<file path="config.mk">
export PLATFORM = sky130hd
export DESIGN_NAME = core_sequencer
export DESIGN_NICKNAME = d
export VERILOG_FILES = /design/src/rtl/core_sequencer.sv
export SDC_FILE = /design/constraint.sdc
export NUM_CORES = 1
export LEC_CHECK = 0
export BUFFER_PORTS_ARGS = -buffer_cell sky130_fd_sc_hd__buf_2
export CELL_PAD_IN_SITES_DETAIL_PLACEMENT = 2
export CELL_PAD_IN_SITES_GLOBAL_PLACEMENT = 2
export CORE_UTILIZATION = 37
export DETAILED_ROUTE_END_ITERATION = 12
export PLACE_DENSITY_LB_ADDON = 0.3
export SYNTH_ARGS = -nofsm -noshare
export SYNTH_HDL_FRONTEND = slang
export SYNTH_SLANG_ARGS = --single-unit
</file>
<file path="constraint.sdc">
create_clock -name clk -period 4.75 [get_ports clk]
set_input_delay 0.475 -clock clk [delete_from_list [all_inputs] [get_ports clk]]
set_output_delay 0.475 -clock clk [all_outputs]
set_load 0.02 [all_outputs]
</file>
<file path="src/rtl/core_sequencer.sv">
// core_sequencer: multi-cycle instruction sequencer FSM with memory wait timeout,
// sticky halt/fault status and free-running cycle/retire counters.
module core_sequencer #(
    parameter int MEM_TIMEOUT = 15
) (
    input  logic        clk,
    input  logic        reset,
    input  logic        enable,
    input  logic        imem_ack,
    input  logic        dmem_ack,
    input  logic        is_load,
    input  logic        is_store,
    input  logic        is_ebreak,
    input  logic        illegal,
    output logic        imem_req,
    output logic        ir_load,
    output logic        dmem_req,
    output logic        dmem_we,
    output logic        rf_wr_en,
    output logic        pc_en,
    output logic        halted,
    output logic        fault,
    output logic [2:0]  state,
    output logic [31:0] cycle_cnt,
    output logic [31:0] instret
);
    typedef enum logic [2:0] {
        IDLE   = 3'd0,
        FETCH  = 3'd1,
        DECODE = 3'd2,
        EXEC   = 3'd3,
        MEM    = 3'd4,
        WB     = 3'd5,
        HALT   = 3'd6,
        FAULT  = 3'd7
    } state_t;

    localparam logic [7:0] WAIT_LAST = 8'(MEM_TIMEOUT - 1);

    state_t      state_q, state_d;
    logic [7:0]  wait_q, wait_d;
    logic        ld_q, ld_d, st_q, st_d, eb_q, eb_d, il_q, il_d;
    logic [31:0] cycle_cnt_q, cycle_cnt_d, instret_q, instret_d;

    always_ff @(posedge clk or posedge reset) begin
        if (reset) begin
            state_q     <= IDLE;
            wait_q      <= '0;
            ld_q        <= 1'b0;
            st_q        <= 1'b0;
            eb_q        <= 1'b0;
            il_q        <= 1'b0;
            cycle_cnt_q <= '0;
            instret_q   <= '0;
        end else begin
            state_q     <= state_d;
            wait_q      <= wait_d;
            ld_q        <= ld_d;
            st_q        <= st_d;
            eb_q        <= eb_d;
            il_q        <= il_d;
            cycle_cnt_q <= cycle_cnt_d;
            instret_q   <= instret_d;
        end
    end

    // wait_d defaults to zero so any entry into FETCH or MEM starts a fresh count
    always_comb begin
        state_d     = state_q;
        wait_d      = '0;
        ld_d        = ld_q;
        st_d        = st_q;
        eb_d        = eb_q;
        il_d        = il_q;
        instret_d   = instret_q;
        cycle_cnt_d = cycle_cnt_q + 32'((state_q >= FETCH) && (state_q <= WB));
        imem_req    = 1'b0;
        ir_load     = 1'b0;
        dmem_req    = 1'b0;
        dmem_we     = 1'b0;
        rf_wr_en    = 1'b0;
        pc_en       = 1'b0;
        case (state_q)
            IDLE: state_d = enable ? FETCH : IDLE;
            FETCH: begin
                imem_req = 1'b1;
                ir_load  = imem_ack;
                if (imem_ack) state_d = DECODE;
                else if (wait_q == WAIT_LAST) state_d = FAULT;
                else wait_d = wait_q + 8'd1;
            end
            DECODE: begin
                ld_d    = is_load;
                st_d    = is_store;
                eb_d    = is_ebreak;
                il_d    = illegal;
                state_d = illegal ? FAULT : is_ebreak ? HALT : EXEC;
            end
            EXEC: state_d = (ld_q || st_q) ? MEM : WB;
            MEM: begin
                dmem_req = 1'b1;
                dmem_we  = st_q;
                if (dmem_ack) state_d = WB;
                else if (wait_q == WAIT_LAST) state_d = FAULT;
                else wait_d = wait_q + 8'd1;
            end
            WB: begin
                pc_en     = 1'b1;
                rf_wr_en  = !st_q;
                instret_d = instret_q + 32'd1;
                state_d   = enable ? FETCH : IDLE;
            end
            HALT:  state_d = HALT;
            FAULT: state_d = FAULT;
        endcase
    end

    assign halted    = (state_q == HALT);
    assign fault     = (state_q == FAULT);
    assign state     = state_q;
    assign cycle_cnt = cycle_cnt_q;
    assign instret   = instret_q;
endmodule

</file>
==> summary.md, run 1 <==
### Global route
* **wire length of the first global-routing pass** 16.0 mm
* **number of global-route vias before repair** 3041
* **antenna violations before repair** 0
* **maximum number of pins on one net before global-route repair** 43
* **total congestion overflow** 0
* **GRT Resource Usage Total** 20.4%

### Power and ir drop
* **total power density per cell area** 276 nW/um2
* **maximum resistive drop on vdd** 0.000100 V
* **static leakage** 2.24 nW

### Placed design
* **Placed Instance Area** 4210 um2
* **routability congestion estimate** 0.789
* **placed wire-length estimate after detailed placement** 6.97 mm
* **count of buffers from port buffering** 83

### CTS
* **clock input transition at the sequential cells of the worst setup and hold paths** 80 ps
* **CTS Buf Count** 9
* **post-cts repair resize count** 0
* **hold buffer count at CTS** 0
* **Clock Tree Root** clkbuf_8
* **Post-CTS Setup Repair Bufs** 0
* **Max Buffers Root-to-Sink** 2
* **CTS tree** yes
* **number of sinks on the clock net** 77
* **H-tree depth reported by CTS** 3
* **Skew-Pair Late Insertion Delay** 350 ps

### Critical path
* **start point of the critical path** state[0]
* **end of the worst register-to-register path** cycle_cnt[25]
* **Critical R2R Launch** state[0]
* **crit path launch type** register
* **critical path data arrival time** 3040 ps
* **Max FO, Critical Path** 18
* **kind of end point of the critical path** register
* **required time of the critical path** 4980 ps
* **depth of the worst register-to-register path** 7
* **Crit Path Class** reg -> reg
* **internal reg-to-reg setup slack** 1940 ps

### Timing
* **Hold Violations, Final** 0
* **Final period util** 59.2%
* **Rel. slew slack** 27.8%
* **Peak Freq** 356 MHz
* **Worst-Margin Slew** 1070 ps
* **post-route minimum period** 2810 ps
* **unrepaired setup endpoints after global routing** no
* **Final setup violation count** 0
* **summed negative setup slack over all endpoints** 0 ps
* **Final Skew** 12.6 ps
* **count of pins over their slew limit** 0

### Floorplanning
* **initial core utilization** 39.0%
* **Top-Level Pins** 84
* **overall die area** 10300 um2
* **Core Box Area** 9420 um2
* **row count** 35
* **die width** 102 um
* **floorplan die height** 102 um

### Yosys
* **Syn. warnings** 0
* **Synthesized Nets** 345
* **cells after synthesis** 331
* **top flip-flop cell by instance count after synthesis** dfrtp_1
* **number of distinct library cells after synthesis** 40
* **sequential cell area fraction in the yosys report** 52.5%
* **mean instance size in the synthesized netlist** 11.1 um2
* **Netlist Area Pre-Place** 3670 um2
* **share of flip-flops with an asynchronous set or reset** 100%
* **post-synthesis sequential element count** 77
* **Post-synth EDFFs** 0

### Routing
* **DR DRC count** 0
* **detailed-routing iteration count for the pre-antenna-repair pass** 4
* **drt via density** 5.09
* **count of routing violations after the opening detailed-route iteration** 80
* **via count** 2804
* **number of routed nets with antenna violations** 0
* **total routed wirelength** 9.62 mm
* **drt wl/cell** 17.5 um

### Final layout
* **commonest cells after routing, fill and taps aside** buf_2 (83), dfrtp_1 (77), xnor2_1 (51), nand2_1 (26)
* **number of nets in the final layout** 432
* **most common library cell in the layout ignoring fill and taps** buf_2
* **area of all sequential standard cells** 1930 um2
* **multi-input gate area in the final layout** 1660 um2
* **Finished Cell Area** 4430 um2
* **post-synthesis to final-layout area growth** 20.7%
* **antenna cells** 0
* **number of inserted filler cells in the final layout** 1005
* **ratio of cells with drive above 1 in the final layout** 26.5%

### Run status
* **run status** complete, no violations

### Min path
* **type of the most critical hold path** in -> async

### Flow run
* **max-cap violation count** 0

==> critical path, stage by stage (launching register included) <==
cell and delay [ps]:
dfrtp_1 700, nor3_1 100, a21oi_1 160, ha_1 220
nand3_1 140, nor4_2 930, nand3_1 250, xnor2_1 200
==> routing by layer <==
layer  up-vias  part of all wire (%)  wire length (um)  GRT usage, %
li1       1323                     -                 -             -
met1      1423                    46              4380          27.0
met2        51                    50              4860          34.2
met3         7                   3.1               299          3.93
met4         0                  0.88                85          5.35
met5         -                     0                 0             0
==> cells in the mapped netlist (2+ instances only) <==
cell | count | area [um2]
and2_1 | 7 | 43.8
o21ai_0 | 3 | 15.0
nor4_1 | 4 | 25.0
or3_1 | 2 | 12.5
buf_4 | 2 | 15.0
and4_1 | 5 | 43.8
xnor2_1 | 51 | 447
nand2b_1 | 2 | 12.5
buf_2 | 2 | 10.0
nor4_2 | 2 | 25.0
nor2_1 | 19 | 71.3
mux2_2 | 2 | 22.5
nor4_4 | 3 | 63.8
and2_0 | 2 | 12.5
dfrtp_1 | 77 | 1930
clkbuf_1 | 4 | 15.0
nor3_1 | 7 | 35.0
ha_1 | 5 | 62.6
a21oi_1 | 2 | 10.0
inv_1 | 12 | 45.0
nand2_1 | 26 | 97.6
nand3_1 | 24 | 120
and3_1 | 13 | 81.3
xor2_1 | 16 | 140
nand4_1 | 24 | 150
==> stage by stage <==
step                      setup slack, ps  util (%)  hold slack, ps  std cells  total power [mW]
after floorplan                      2280         -             468        331             0.681
after global placement               2090      44.7             455        536             0.690
after detailed placement             1900      44.7             469        536             0.690
after CTS                            1930      47.0             343        551              1.24
after global routing                 1610      47.0             354        551              1.27
final                                1940      47.0             322        551              1.22
==> worst max-delay path by stage <==
| stage | slack, ps | end | depth (start not counted) |
|---|---|---|---|
| after CTS | 1930 | cycle_cnt[17] | 7 |
| after global routing | 1610 | cycle_cnt[17] | 7 |
| after global placement | 2090 | cycle_cnt[17] | 7 |
| after floorplan | 2280 | cycle_cnt[30] | 10 |
| final | 1940 | cycle_cnt[25] | 7 |
| after detailed placement | 1900 | cycle_cnt[17] | 7 |
==> flip-flops by register name, indices dropped and copies added, names as in the netlist <==
register,cells
wait_q,8
st_q,1
instret,32
cycle_cnt,32
state,3
ld_q,1
==> cell families after synthesis <==
logic type | count (synthesis) | synth area share [%]
adders and majority gates | 6 | 1.98
buffers and inverters | 20 | 2.32
xor gates and xnor gates | 67 | 16.0
DFF | 77 | 52.5
and+or+nand+nor | 148 | 24.6
muxes | 2 | 0.614
AOI/OAI and AO/OA | 11 | 1.91
==> layout make-up <==
class | count | area share [%]
flip-flops and latches | 77 | 43.5
clock buffers | 11 | 3.19
repair buffers | 84 | 9.56
clock inverters | 4 | 1.64
multi-input cells | 234 | 37.4
inverters | 12 | 1.02
well taps | 129 | 3.65
==> report_power, final <==
part           total (mW)  internal, mW  switching (mW)
clock               0.545         0.307           0.238
combinational      0.0195       0.00422          0.0152
sequential          0.656         0.656        0.000550
Note: power is estimated with default switching activity, not from simulation.
==> inputs of run 2 (changes only) <==
- CORE_UTILIZATION: 37 -> 34
- clock period: 4.75 -> 2.8 ns (I/O delays scaled with it)
==> run 2 against run 1 <==
Effect of this change:
- sequential share of layout area down 0.45 points
- die area up 8.6%
- flip-flop and latch count unchanged
- clock power up 57%
- combinational power up 95%
- total power up 64%
- critical endpoint is now cycle_cnt[20]
- largest cell class unchanged
- largest power group unchanged
==> summary.md, run 2 (synthesis results as in run 1) <==
### Timing
* **Final period util** 80.1%
* **Rel. slew slack** 59.7%
* **post-route minimum period** 2240 ps
* **Final setup violation count** 0
* **count of pins over their slew limit** 0
* **Worst-Margin Slew** 603 ps
* **Fin Hold WS** 161 ps
* **unrepaired setup endpoints after global routing** no
* **Peak Freq** 446 MHz
* **Hold Violations, Final** 0
* **Final Skew** 13.3 ps
* **summed negative setup slack over all endpoints** 0 ps

### CTS
* **Max Buffers Root-to-Sink** 2
* **number of sinks on the clock net** 77
* **H-tree depth reported by CTS** 3
* **CTS Buf Count** 9
* **CTS tree** yes
* **Skew-Pair Late Insertion Delay** 360 ps
* **Clock Tree Root** clkbuf_8
* **clock input transition at the sequential cells of the worst setup and hold paths** 80 ps
* **post-cts repair resize count** 0

### Global route
* **number of global-route vias before repair** 3137
* **antenna violations before repair** 0
* **maximum number of pins on one net before global-route repair** 35
* **wire length of the first global-routing pass** 16.6 mm
* **total congestion overflow** 0
* **GRT Resource Usage Total** 19.0%

### Final layout
* **antenna cells** 0
* **post-synthesis to final-layout area growth** 21.9%
* **number of inserted filler cells in the final layout** 1142
* **multi-input gate area in the final layout** 1660 um2
* **most common library cell in the layout ignoring fill and taps** buf_2
* **number of nets in the final layout** 438
* **final instance count without filler cells** 565
* **area of all sequential standard cells** 1930 um2
* **commonest cells after routing, fill and taps aside** buf_2 (83), dfrtp_1 (77), xnor2_1 (51), nand2_1 (26)
* **ratio of cells with drive above 1 in the final layout** 27.5%

### Placed design
* **count of buffers from port buffering** 83
* **routability congestion estimate** 0.749
* **cell count after placement** 548
* **placed wire-length estimate after detailed placement** 6.97 mm

### Min path
* **hold_sp** is_load
* **hold path cells** 2
* **type of the most critical hold path** in -> reg
* **Hold Path End** ld_q

### Critical path
* **critical path data arrival time** 2480 ps
* **internal reg-to-reg setup slack** 560 ps
* **required time of the critical path** 3040 ps
* **kind of end point of the critical path** register
* **Critical R2R Launch** state[2]
* **crit path launch type** register
* **Max FO, Critical Path** 7
* **family with the most delay on the worst path** simple AND/OR/NAND/NOR gates
* **Crit Path Class** reg -> reg
* **delay contributed by the slowest stage of the critical path** 450 ps
* **end of the worst register-to-register path** cycle_cnt[20]
* **cells traversed along the worst timing path** nor3_1, a21oi_1, ha_1, ha_1, nand4_1, nor4_4, nand4_1, xnor2_1
* **depth of the worst register-to-register path** 8
* **start point of the critical path** state[2]
* **total buffers and inverters traversed by the critical path** 0
* **highest-delay cell along the critical path** nor4_4

### Routing
* **number of routed nets with antenna violations** 0
* **DR DRC count** 0
* **via count** 2854
* **drt wl/cell** 17.1 um
* **detailed-routing iteration count for the pre-antenna-repair pass** 5
* **count of routing violations after the opening detailed-route iteration** 76
* **drt via density** 5.05
* **total routed wirelength** 9.64 mm

### Floorplanning
* **row count** 37
* **floorplan die height** 106 um
* **overall die area** 11200 um2
* **initial core utilization** 35.4%
* **die width** 106 um
* **Top-Level Pins** 84
* **Core Box Area** 10400 um2

### Run status
* **run status** complete, no violations

### Power and ir drop
* **total power density per cell area** 448 nW/um2
* **maximum resistive drop on vdd** 0.000190 V
* **static leakage** 2.27 nW

### Flow run
* **max-cap violation count** 0

==> run 2: final cells by class <==
| type | count | share of cell area (%) |
|---|---|---|
| multi-input cells | 234 | 37.0 |
| clock buffers | 11 | 3.16 |
| clock inverters | 5 | 1.12 |
| inverters | 12 | 1.01 |
| flip-flops and latches | 77 | 43.1 |
| repair buffers | 90 | 10.8 |
| well taps | 136 | 3.81 |
==> run 2: report_power, final <==
group          total [mW]  internal, mW  switching (mW)
clock network       0.853         0.431           0.422
logic              0.0381        0.0109          0.0272
registers            1.11          1.11         0.00126
==> run 2: through the flow <==
| step | setup WS [ps] | power, mW | area, um2 | util (%) |
|---|---|---|---|---|
| 2_1_floorplan | 330 | 1.15 | 3670 | - |
| 3_3_place_gp | 727 | 1.17 | 4270 | 41.2 |
| 3_5_place_dp | 583 | 1.18 | 4270 | 41.2 |
| 4_1_cts | 539 | 2.04 | 4470 | 43.1 |
| 5_1_grt | 348 | 2.08 | 4470 | 43.1 |
| 6_report | 557 | 2.01 | 4470 | 43.1 |
==> run 2: worst max path at each step <==
stage | end | slack [ps] | cells after the start
3_5_place_dp | cycle_cnt[20] | 580 | 8
3_3_place_gp | cycle_cnt[20] | 730 | 7
2_1_floorplan | cycle_cnt[30] | 330 | 10
5_1_grt | cycle_cnt[30] | 350 | 8
6_report | cycle_cnt[20] | 560 | 8
4_1_cts | cycle_cnt[20] | 540 | 8
==> run 2: repair_timing <==
action | 4_1_cts | 5_1_grt
endpoints found under the hold margin | 5 | 0
setup buffers | 0 | 0
hold buffers | 1 | 0
==> run 2: routing by layer <==
layer  wire length [um]  GRT usage [%]  vias to the layer above  share of wire, %
met5                  0              0                        -                 0
met4                136           6.85                        0               1.4
met2               4830           31.8                       49                50
met3                303           3.65                       11               3.1
li1                   -              -                     1333                 -
met1               4370           24.2                     1461                45
